File: src/rtl/sdram_timing_monitor.sv
// Passive SDRAM command-bus checker: tracks the init sequence, open banks and
// tRCD/tRP/tRFC/refresh-interval windows, and reports violations as sticky flags.
module sdram_timing_monitor #(
  parameter int SDRAM_BANKS  = 4,
  parameter int SDRAM_BANK_W = (SDRAM_BANKS > 1) ? $clog2(SDRAM_BANKS) : 1,
  parameter int SDRAM_ROW_W  = 13,
  parameter int T_RCD        = 3,
  parameter int T_RP         = 3,
  parameter int T_RFC        = 7,
  parameter int REFRESH_MAX  = 6500,
  parameter int CNT_W        = 16
) (
  input  logic                    clk_i,
  input  logic                    rst_i,
  input  logic                    sdram_cke_i,
  input  logic                    sdram_cs_i,
  input  logic                    sdram_ras_i,
  input  logic                    sdram_cas_i,
  input  logic                    sdram_we_i,
  input  logic [SDRAM_BANK_W-1:0] sdram_ba_i,
  input  logic [SDRAM_ROW_W-1:0]  sdram_addr_i,
  input  logic                    clear_i,
  output logic [7:0]              err_o,
  output logic                    err_pulse_o,
  output logic [CNT_W-1:0]        err_count_o,
  output logic                    init_done_o,
  output logic [SDRAM_BANKS-1:0]  bank_open_o
);

  localparam logic [3:0] CMD_NOP  = 4'b0111;
  localparam logic [3:0] CMD_ACT  = 4'b0011;
  localparam logic [3:0] CMD_RD   = 4'b0101;
  localparam logic [3:0] CMD_WR   = 4'b0100;
  localparam logic [3:0] CMD_PRE  = 4'b0010;
  localparam logic [3:0] CMD_REF  = 4'b0001;
  localparam logic [3:0] CMD_MODE = 4'b0000;

  // A window of N cycles loads N-1; the follow-up is legal once the timer reads 0.
  localparam int RCD_W = (T_RCD > 1) ? $clog2(T_RCD) : 1;
  localparam int RP_W  = (T_RP > 1) ? $clog2(T_RP) : 1;
  localparam int RFC_W = (T_RFC > 1) ? $clog2(T_RFC) : 1;
  localparam int RI_W  = $clog2(REFRESH_MAX + 2);

  localparam logic [RCD_W-1:0] RCD_LD  = (T_RCD > 1) ? RCD_W'(T_RCD - 1) : '0;
  localparam logic [RP_W-1:0]  RP_LD   = (T_RP > 1) ? RP_W'(T_RP - 1) : '0;
  localparam logic [RFC_W-1:0] RFC_LD  = (T_RFC > 1) ? RFC_W'(T_RFC - 1) : '0;
  localparam logic [RI_W-1:0]  RI_LAST = RI_W'(REFRESH_MAX);
  localparam logic [RI_W-1:0]  RI_LATE = RI_W'(REFRESH_MAX + 1);

  typedef enum logic [2:0] {
    ST_INIT_PRE,
    ST_INIT_REF0,
    ST_INIT_REF1,
    ST_INIT_MODE,
    ST_RUN
  } state_e;

  state_e state_q, state_d;

  logic [3:0] cmd;
  logic       cmd_live;
  logic       is_act, is_rw, is_pre, is_ref, is_mode;
  logic       run;
  logic       init_err;
  logic       unused_addr;

  assign cmd      = {sdram_cs_i, sdram_ras_i, sdram_cas_i, sdram_we_i};
  assign cmd_live = sdram_cke_i & ~sdram_cs_i & (cmd != CMD_NOP);
  assign is_act   = cmd_live & (cmd == CMD_ACT);
  assign is_rw    = cmd_live & ((cmd == CMD_RD) | (cmd == CMD_WR));
  assign is_pre   = cmd_live & (cmd == CMD_PRE);
  assign is_ref   = cmd_live & (cmd == CMD_REF);
  assign is_mode  = cmd_live & (cmd == CMD_MODE);
  assign run      = (state_q == ST_RUN);

  // Only bit 10 (precharge-all) matters to the monitor.
  assign unused_addr = ^sdram_addr_i;

  always_ff @(posedge clk_i) begin
    if (rst_i) begin
      state_q <= ST_INIT_PRE;
    end else begin
      state_q <= state_d;
    end
  end

  always_comb begin
    state_d  = state_q;
    init_err = 1'b0;
    case (state_q)
      ST_INIT_PRE: begin
        if (is_pre) state_d = ST_INIT_REF0;
        else        init_err = cmd_live;
      end
      ST_INIT_REF0: begin
        if (is_ref) state_d = ST_INIT_REF1;
        else        init_err = cmd_live;
      end
      ST_INIT_REF1: begin
        if (is_ref) state_d = ST_INIT_MODE;
        else        init_err = cmd_live;
      end
      ST_INIT_MODE: begin
        if (is_mode) state_d = ST_RUN;
        else         init_err = cmd_live;
      end
      ST_RUN: begin
        state_d = ST_RUN;
      end
      default: begin
        state_d = ST_INIT_PRE;
      end
    endcase
  end

  logic [SDRAM_BANKS-1:0] bank_sel, act_hit, pre_hit, rcd_busy, rp_busy;
  logic [SDRAM_BANKS-1:0] open_q, open_d;
  logic [RCD_W-1:0]       rcd_q [SDRAM_BANKS];
  logic [RCD_W-1:0]       rcd_d [SDRAM_BANKS];
  logic [RP_W-1:0]        rp_q  [SDRAM_BANKS];
  logic [RP_W-1:0]        rp_d  [SDRAM_BANKS];

  for (genvar gi = 0; gi < SDRAM_BANKS; gi++) begin : g_bank
    assign bank_sel[gi] = (sdram_ba_i == SDRAM_BANK_W'(gi));
    assign act_hit[gi]  = run & is_act & bank_sel[gi];
    assign pre_hit[gi]  = run & is_pre & (bank_sel[gi] | sdram_addr_i[10]);
    assign rcd_busy[gi] = (rcd_q[gi] != '0);
    assign rp_busy[gi]  = (rp_q[gi] != '0);
    assign open_d[gi]   = act_hit[gi] | (open_q[gi] & ~pre_hit[gi]);
    assign rcd_d[gi]    = act_hit[gi]  ? RCD_LD :
                          rcd_busy[gi] ? rcd_q[gi] - RCD_W'(1) : rcd_q[gi];
    assign rp_d[gi]     = pre_hit[gi]  ? RP_LD :
                          rp_busy[gi]  ? rp_q[gi] - RP_W'(1) : rp_q[gi];
  end

  logic             open_sel, rcd_sel, rp_sel;
  logic [RFC_W-1:0] rfc_q, rfc_d;
  logic             rfc_busy;
  logic [RI_W-1:0]  ri_q, ri_d;

  assign open_sel = |(open_q & bank_sel);
  assign rcd_sel  = |(rcd_busy & bank_sel);
  assign rp_sel   = |(rp_busy & bank_sel);
  assign rfc_busy = (rfc_q != '0);
  assign rfc_d    = is_ref   ? RFC_LD :
                    rfc_busy ? rfc_q - RFC_W'(1) : rfc_q;

  // Interval counter parks at REFRESH_MAX+1 so a late interval flags only once.
  always_comb begin
    ri_d = ri_q;
    if (state_q == ST_INIT_MODE && is_mode) begin
      ri_d = '0;
    end else if (run && is_ref) begin
      ri_d = '0;
    end else if (run && ri_q != RI_LATE) begin
      ri_d = ri_q + RI_W'(1);
    end
  end

  logic [7:0]       viol;
  logic             any_viol;
  logic [7:0]       err_q, err_d;
  logic [CNT_W-1:0] cnt_q, cnt_d, cnt_base;
  logic             pulse_q;
  logic             init_done_q;

  assign viol[0]  = init_err;
  assign viol[1]  = run & is_act & open_sel;
  assign viol[2]  = run & is_rw & ~open_sel;
  assign viol[3]  = run & is_rw & rcd_sel;
  assign viol[4]  = run & is_act & rp_sel;
  assign viol[5]  = cmd_live & rfc_busy;
  assign viol[6]  = run & is_ref & (|open_q);
  assign viol[7]  = run & ~is_ref & (ri_q == RI_LAST);
  assign any_viol = |viol;

  assign err_d    = (clear_i ? 8'h00 : err_q) | viol;
  assign cnt_base = clear_i ? '0 : cnt_q;
  assign cnt_d    = (any_viol && cnt_base != {CNT_W{1'b1}}) ? cnt_base + CNT_W'(1) : cnt_base;

  always_ff @(posedge clk_i) begin
    if (rst_i) begin
      open_q      <= '0;
      rfc_q       <= '0;
      ri_q        <= '0;
      err_q       <= '0;
      cnt_q       <= '0;
      pulse_q     <= 1'b0;
      init_done_q <= 1'b0;
      for (int b = 0; b < SDRAM_BANKS; b++) begin
        rcd_q[b] <= '0;
        rp_q[b]  <= '0;
      end
    end else begin
      open_q      <= open_d;
      rfc_q       <= rfc_d;
      ri_q        <= ri_d;
      err_q       <= err_d;
      cnt_q       <= cnt_d;
      pulse_q     <= any_viol;
      init_done_q <= (state_d == ST_RUN);
      for (int b = 0; b < SDRAM_BANKS; b++) begin
        rcd_q[b] <= rcd_d[b];
        rp_q[b]  <= rp_d[b];
      end
    end
  end

  assign err_o       = err_q;
  assign err_pulse_o = pulse_q;
  assign err_count_o = cnt_q;
  assign init_done_o = init_done_q;
  assign bank_open_o = open_q;

endmodule

File: config.mk
export PLATFORM = sky130hd
export DESIGN_NAME = sdram_timing_monitor
export DESIGN_NICKNAME = d
export VERILOG_FILES = /design/src/rtl/sdram_timing_monitor.sv
export SDC_FILE = /design/constraint.sdc
export NUM_CORES = 1
export LEC_CHECK = 0
export ABC_AREA = 1
export BUFFER_PORTS_ARGS = -buffer_cell sky130_fd_sc_hd__buf_2
export CORE_MARGIN = 2
export CORE_UTILIZATION = 25
export DETAILED_ROUTE_END_ITERATION = 8
export HOLD_SLACK_MARGIN = 0.03
export PLACE_DENSITY = 0.46
export SLEW_MARGIN = 15
export SYNTH_ARGS = -nofsm -noshare
export SYNTH_HDL_FRONTEND = slang
export SYNTH_SLANG_ARGS = --single-unit
export TNS_END_PERCENT = 100
File: constraint.sdc
create_clock -name clk_i -period 2 [get_ports clk_i]
set_input_delay 0.1 -clock clk_i [delete_from_list [all_inputs] [get_ports clk_i]]
set_output_delay 0.1 -clock clk_i [all_outputs]
set_load 0.02 [all_outputs]
==> impl_metrics.prom <==
# TYPE chip_impl_metric gauge
chip_impl_metric{name="dpl_cell_area",unit="um2"} 4000
chip_impl_metric{name="postSynth.asyncResetShare",unit=""} 0
chip_impl_metric{name="synth_compound_area_frac",unit=""} 0.121
chip_impl_metric{name="simple_gate_fraction_of_synth_area",unit=""} 0.358
chip_impl_info{name="worst_path_most_repeated_cell",value="nor2_2"} 1
chip_impl_metric{name="die_h",unit="um"} 123
chip_impl_metric{name="cap_viol_max_count",unit=""} 0
chip_impl_info{name="leading_cell_types_by_count_after_synthesis",value="nand2_1, dfxtp_1, nor2_1"} 1
chip_impl_metric{name="syn_area",unit="um2"} 3520
chip_impl_metric{name="dpl.hpwl",unit="um"} 6580
chip_impl_metric{name="remaining_routing_drc_violations",unit=""} 0
chip_impl_metric{name="final.min_clock_period",unit="ns"} 1.82
chip_impl_metric{name="detailroute.wirelength.met3",unit="um"} 319
chip_impl_info{name="timing.critical_path.from_type",value="flop"} 1
chip_impl_metric{name="reg2reg_setup_slack",unit="ns"} 0.18
chip_impl_metric{name="max_slew_violation_count",unit=""} 0
chip_impl_metric{name="finalHoldViolations",unit=""} 0
chip_impl_info{name="leading_cell_types_by_total_area_after_synthesis",value="dfxtp_1, nand2_1, nor2_1, inv_1, a21oi_1"} 1
chip_impl_metric{name="finalSetupViolCount",unit=""} 0
chip_impl_metric{name="fp.coreArea",unit="um2"} 13800
chip_impl_metric{name="fmaxAchievable",unit="GHz"} 0.550
chip_impl_metric{name="maximum_vdd_drop",unit="mV"} 0.393
chip_impl_metric{name="portBuffers",unit=""} 40
chip_impl_metric{name="min_path_cells",unit=""} 4
chip_impl_info{name="timing.critical_path.max_delay_family",value="simple AND/OR/NAND/NOR gates"} 1
chip_impl_metric{name="wire_length_of_the_first_global_routing_pass",unit="um"} 14700
chip_impl_info{name="outcome",value="finished clean"} 1
chip_impl_metric{name="synthesis.area_per_instance",unit="um2"} 6.97
chip_impl_metric{name="synth_xor_area_frac",unit=""} 0.0373
chip_impl_metric{name="dr_total_vias",unit=""} 3270
chip_impl_metric{name="power_density",unit="nW/um2"} 749
chip_impl_metric{name="path_buf_inv",unit=""} 2
chip_impl_metric{name="globalRouteTotalUtil",unit=""} 0.125
chip_impl_metric{name="synth_cell_types",unit=""} 36
chip_impl_metric{name="timing_worst_slew_pin_value",unit="ns"} 0.582
chip_impl_info{name="grt_setup_unrepaired",value="true"} 1
chip_impl_metric{name="grt_pass1_vias",unit=""} 3144
chip_impl_metric{name="cts_max_path_buffers",unit=""} 2
chip_impl_info{name="rr_endpoint",value="err_count_o[14]"} 1
chip_impl_metric{name="finalWirelength",unit="um"} 8750
chip_impl_metric{name="drive_above_1_share",unit=""} 0.215
chip_impl_metric{name="globalplace.congestion",unit=""} 0.792
chip_impl_metric{name="pin_count_of_the_biggest_net_entering_global_routing",unit=""} 49
chip_impl_metric{name="tritoncts_num_sinks",unit=""} 65
chip_impl_metric{name="layoutNonFillerInstCount",unit=""} 748
chip_impl_metric{name="antenna_found_initial",unit=""} 0
chip_impl_info{name="top_ff_cell_synth",value="dfxtp_1"} 1
chip_impl_metric{name="finish.net_count",unit=""} 592
chip_impl_info{name="setup.worst_path.end_class",value="flop"} 1
chip_impl_metric{name="detail_route.first_pass.iterations",unit=""} 4
chip_impl_info{name="cts_tree",value="yes"} 1
chip_impl_info{name="synth_area_leader_cell",value="dfxtp_1"} 1
chip_impl_info{name="top_layer",value="met4"} 1
chip_impl_metric{name="m1WireLength",unit="um"} 4160
chip_impl_info{name="most_used_standard_cell_by_instance_count_after_synthesis",value="nand2_1"} 1
chip_impl_metric{name="report.power.total",unit="mW"} 3.24
chip_impl_metric{name="antenna_violating_nets_post_route",unit=""} 0
chip_impl_metric{name="yosys_warnings",unit=""} 0
chip_impl_metric{name="synth_fa_ha_area_frac",unit=""} 0.0213
chip_impl_metric{name="worstRegToRegCells",unit=""} 11
chip_impl_metric{name="cp_data_required_time",unit="ns"} 2.20
chip_impl_metric{name="ctsHoldBuffers",unit=""} 0
chip_impl_metric{name="num_io_pins",unit=""} 53
chip_impl_metric{name="floorplan.initialDensity",unit=""} 0.255
chip_impl_metric{name="layout_worst_path_cycle_share",unit=""} 0.909
chip_impl_metric{name="fp.dieArea",unit="um2"} 15100
chip_impl_metric{name="tritoncts.num_buffers",unit=""} 9
chip_impl_metric{name="leakagePower",unit="nW"} 1.79
chip_impl_metric{name="worstSkewPairLatency",unit="ns"} 0.34
chip_impl_metric{name="skew",unit="ns"} 0.00990
chip_impl_metric{name="syn_inst",unit=""} 506
chip_impl_metric{name="route.detailed.vias_per_inst",unit=""} 4.37
chip_impl_metric{name="met2RoutedLength",unit="um"} 4150
chip_impl_metric{name="dieWidth",unit="um"} 123
chip_impl_metric{name="synth-seq-area-share",unit=""} 0.369
chip_impl_info{name="largest_family_of_logic_cells_by_synthesized_area",value="simple AND/OR/NAND/NOR gates"} 1
chip_impl_metric{name="critical-path-max-stage-delay",unit="ns"} 0.35
chip_impl_metric{name="ctsHtreeMaxLevel",unit=""} 3
chip_impl_metric{name="synth.top_cell.area_share",unit=""} 0.369
chip_impl_metric{name="max_slew_headroom_at_the_worst_pin",unit=""} 0.612
chip_impl_info{name="hold_end",value="err_count_o[4]"} 1
chip_impl_metric{name="path_max_fanout",unit=""} 10
chip_impl_metric{name="gr-total-overflow",unit=""} 0
chip_impl_metric{name="layout.cell_area.non_filler",unit="um2"} 4330
chip_impl_info{name="worst_hold_path_type",value="in2reg"} 1
chip_impl_metric{name="synth_mux_area_frac",unit=""} 0
chip_impl_metric{name="drt_first_iter_violations",unit=""} 178
chip_impl_info{name="critical_path.slowest_cell",value="dfxtp_1"} 1
chip_impl_metric{name="worst_ep_arrival_time",unit="ns"} 2.02
chip_impl_metric{name="flow.area_growth_from_synthesis",unit="%"} 22.8
chip_impl_info{name="critical_path.cell_chain",value="inv_1, nor2_1, ha_2, nand3_2, nor2_2, nand2_1, nor2_2, nand3_4, buf_6, nand3_1, a21oi_1"} 1
chip_impl_metric{name="placed_cells",unit=""} 731
chip_impl_metric{name="synthesis.nets",unit=""} 535
chip_impl_metric{name="ys_ff_latch",unit=""} 65
chip_impl_metric{name="wl_cell",unit="um"} 11.7
chip_impl_metric{name="synth-edff-count",unit=""} 0
chip_impl_metric{name="diodes",unit=""} 0
chip_impl_info{name="hold_start",value="rst_i"} 1
chip_impl_metric{name="placementRows",unit=""} 43
chip_impl_info{name="cts.root.buffer_cell",value="clkbuf_16"} 1
chip_impl_info{name="crit-reg2reg-launch",value="err_count_o[1]"} 1
chip_impl_metric{name="clkTransAtPathRegs",unit="ns"} 0.06
chip_impl_info{name="timing_worst_setup_path_type",value="reg2reg"} 1
==> state kept, by name, summed over array words and instances, names as in the netlist, 3 cells and up <==
register     cells
state_q          3
rp_q             8
rcd_q            8
ri_q            13
err_o            8
err_count_o     16
rfc_q            3
bank_open_o      4
==> how the worst max path moves through the flow <==
stage                    from         endpoint  slack (ns)  depth (start not counted)
2_1_floorplan  err_count_o[0]   err_count_o[0]        0.01                         11
3_3_place_gp          ri_q[0]  err_count_o[11]        0.15                         12
3_5_place_dp   err_count_o[1]   err_count_o[1]        0.11                         11
4_1_cts        err_count_o[1]   err_count_o[1]        0.09                         11
5_1_grt        err_count_o[1]   err_count_o[3]       -0.02                         11
6_report       err_count_o[1]  err_count_o[14]        0.18                         11
==> tightest hold or removal path, delay by kind of cell <==
kind	cells	cell delay [ns]
buffers and inverters	2	0.23
and+or+nand+nor	2	0.13
==> cells by family (layout without fill, tap and decap cells) <==
family,after synthesis,in the layout
and+or+nand+nor,269,269
buffers and inverters,78,140
adders and majority gates,6,6
AOI/OAI and AO/OA,73,73
xor gates and xnor gates,15,15
DFF,65,65
==> report_power, final <==
group	switching [mW]	leakage (nW)	internal [mW]
combinational	0.196	1.12	0.102
clock	0.627	0.146	0.974
sequential	0.0185	0.525	1.32
total	0.842	1.79	2.40
==> cells in the final DEF (no fill, tap or decap), types with 4 or more instances in the layout <==
cell,synthesis,layout
nand2_1,113,113
nor2_2,6,7
ha_1,6,5
nand2_2,5,4
inv_1,64,63
buf_4,0,16
buf_2,3,40
o21ai_0,17,17
a21oi_2,10,10
xor2_1,11,11
clkbuf_16,0,9
dfxtp_1,65,64
nand4_1,5,5
nand3_1,35,34
nor3_1,15,14
nor2_1,65,64
a21oi_1,39,39
inv_2,3,4
xnor2_1,4,4
nand3_2,11,12
==> area by class of cell <==
type / instances / area (um2)
Clock buffer: 9 / 225
Timing Repair Buffer: 57 / 332
Tap cell: 180 / 225
Fill cell: 1522 / 9500
Clock inverter: 7 / 77.6
Multi-Input combinational cell: 363 / 1920
Inverter: 67 / 251
Sequential cell: 65 / 1300
==> layer usage <==
metal | vias up | GRT usage
li1 | 1742 | -
met1 | 1482 | 0.153
met2 | 36 | 0.210
met3 | 10 | 0.0344
met4 | 0 | 0.0431
met5 | - | 0
==> what timing repair did <==
| action | in CTS | in global routing |
|---|---|---|
| setup buffers | 0 | 1 |
| endpoints found under the hold margin | 0 | 0 |
| gates resized for setup | 0 | 7 |
| endpoints found under the setup margin | 0 | 15 |
==> stage by stage <==
step                TNS [ns]  hold slack, ns   util  setup slack [ns]
CTS                        0           0.149  0.311            0.0895
detailed placement         0           0.454  0.289             0.112
floorplan                  0           0.299      -            0.0148
global placement           0           0.450  0.289             0.150
finish                     0           0.150  0.313             0.181
global route         -0.0441           0.167  0.313           -0.0204
(Power assumes the default switching activity.)
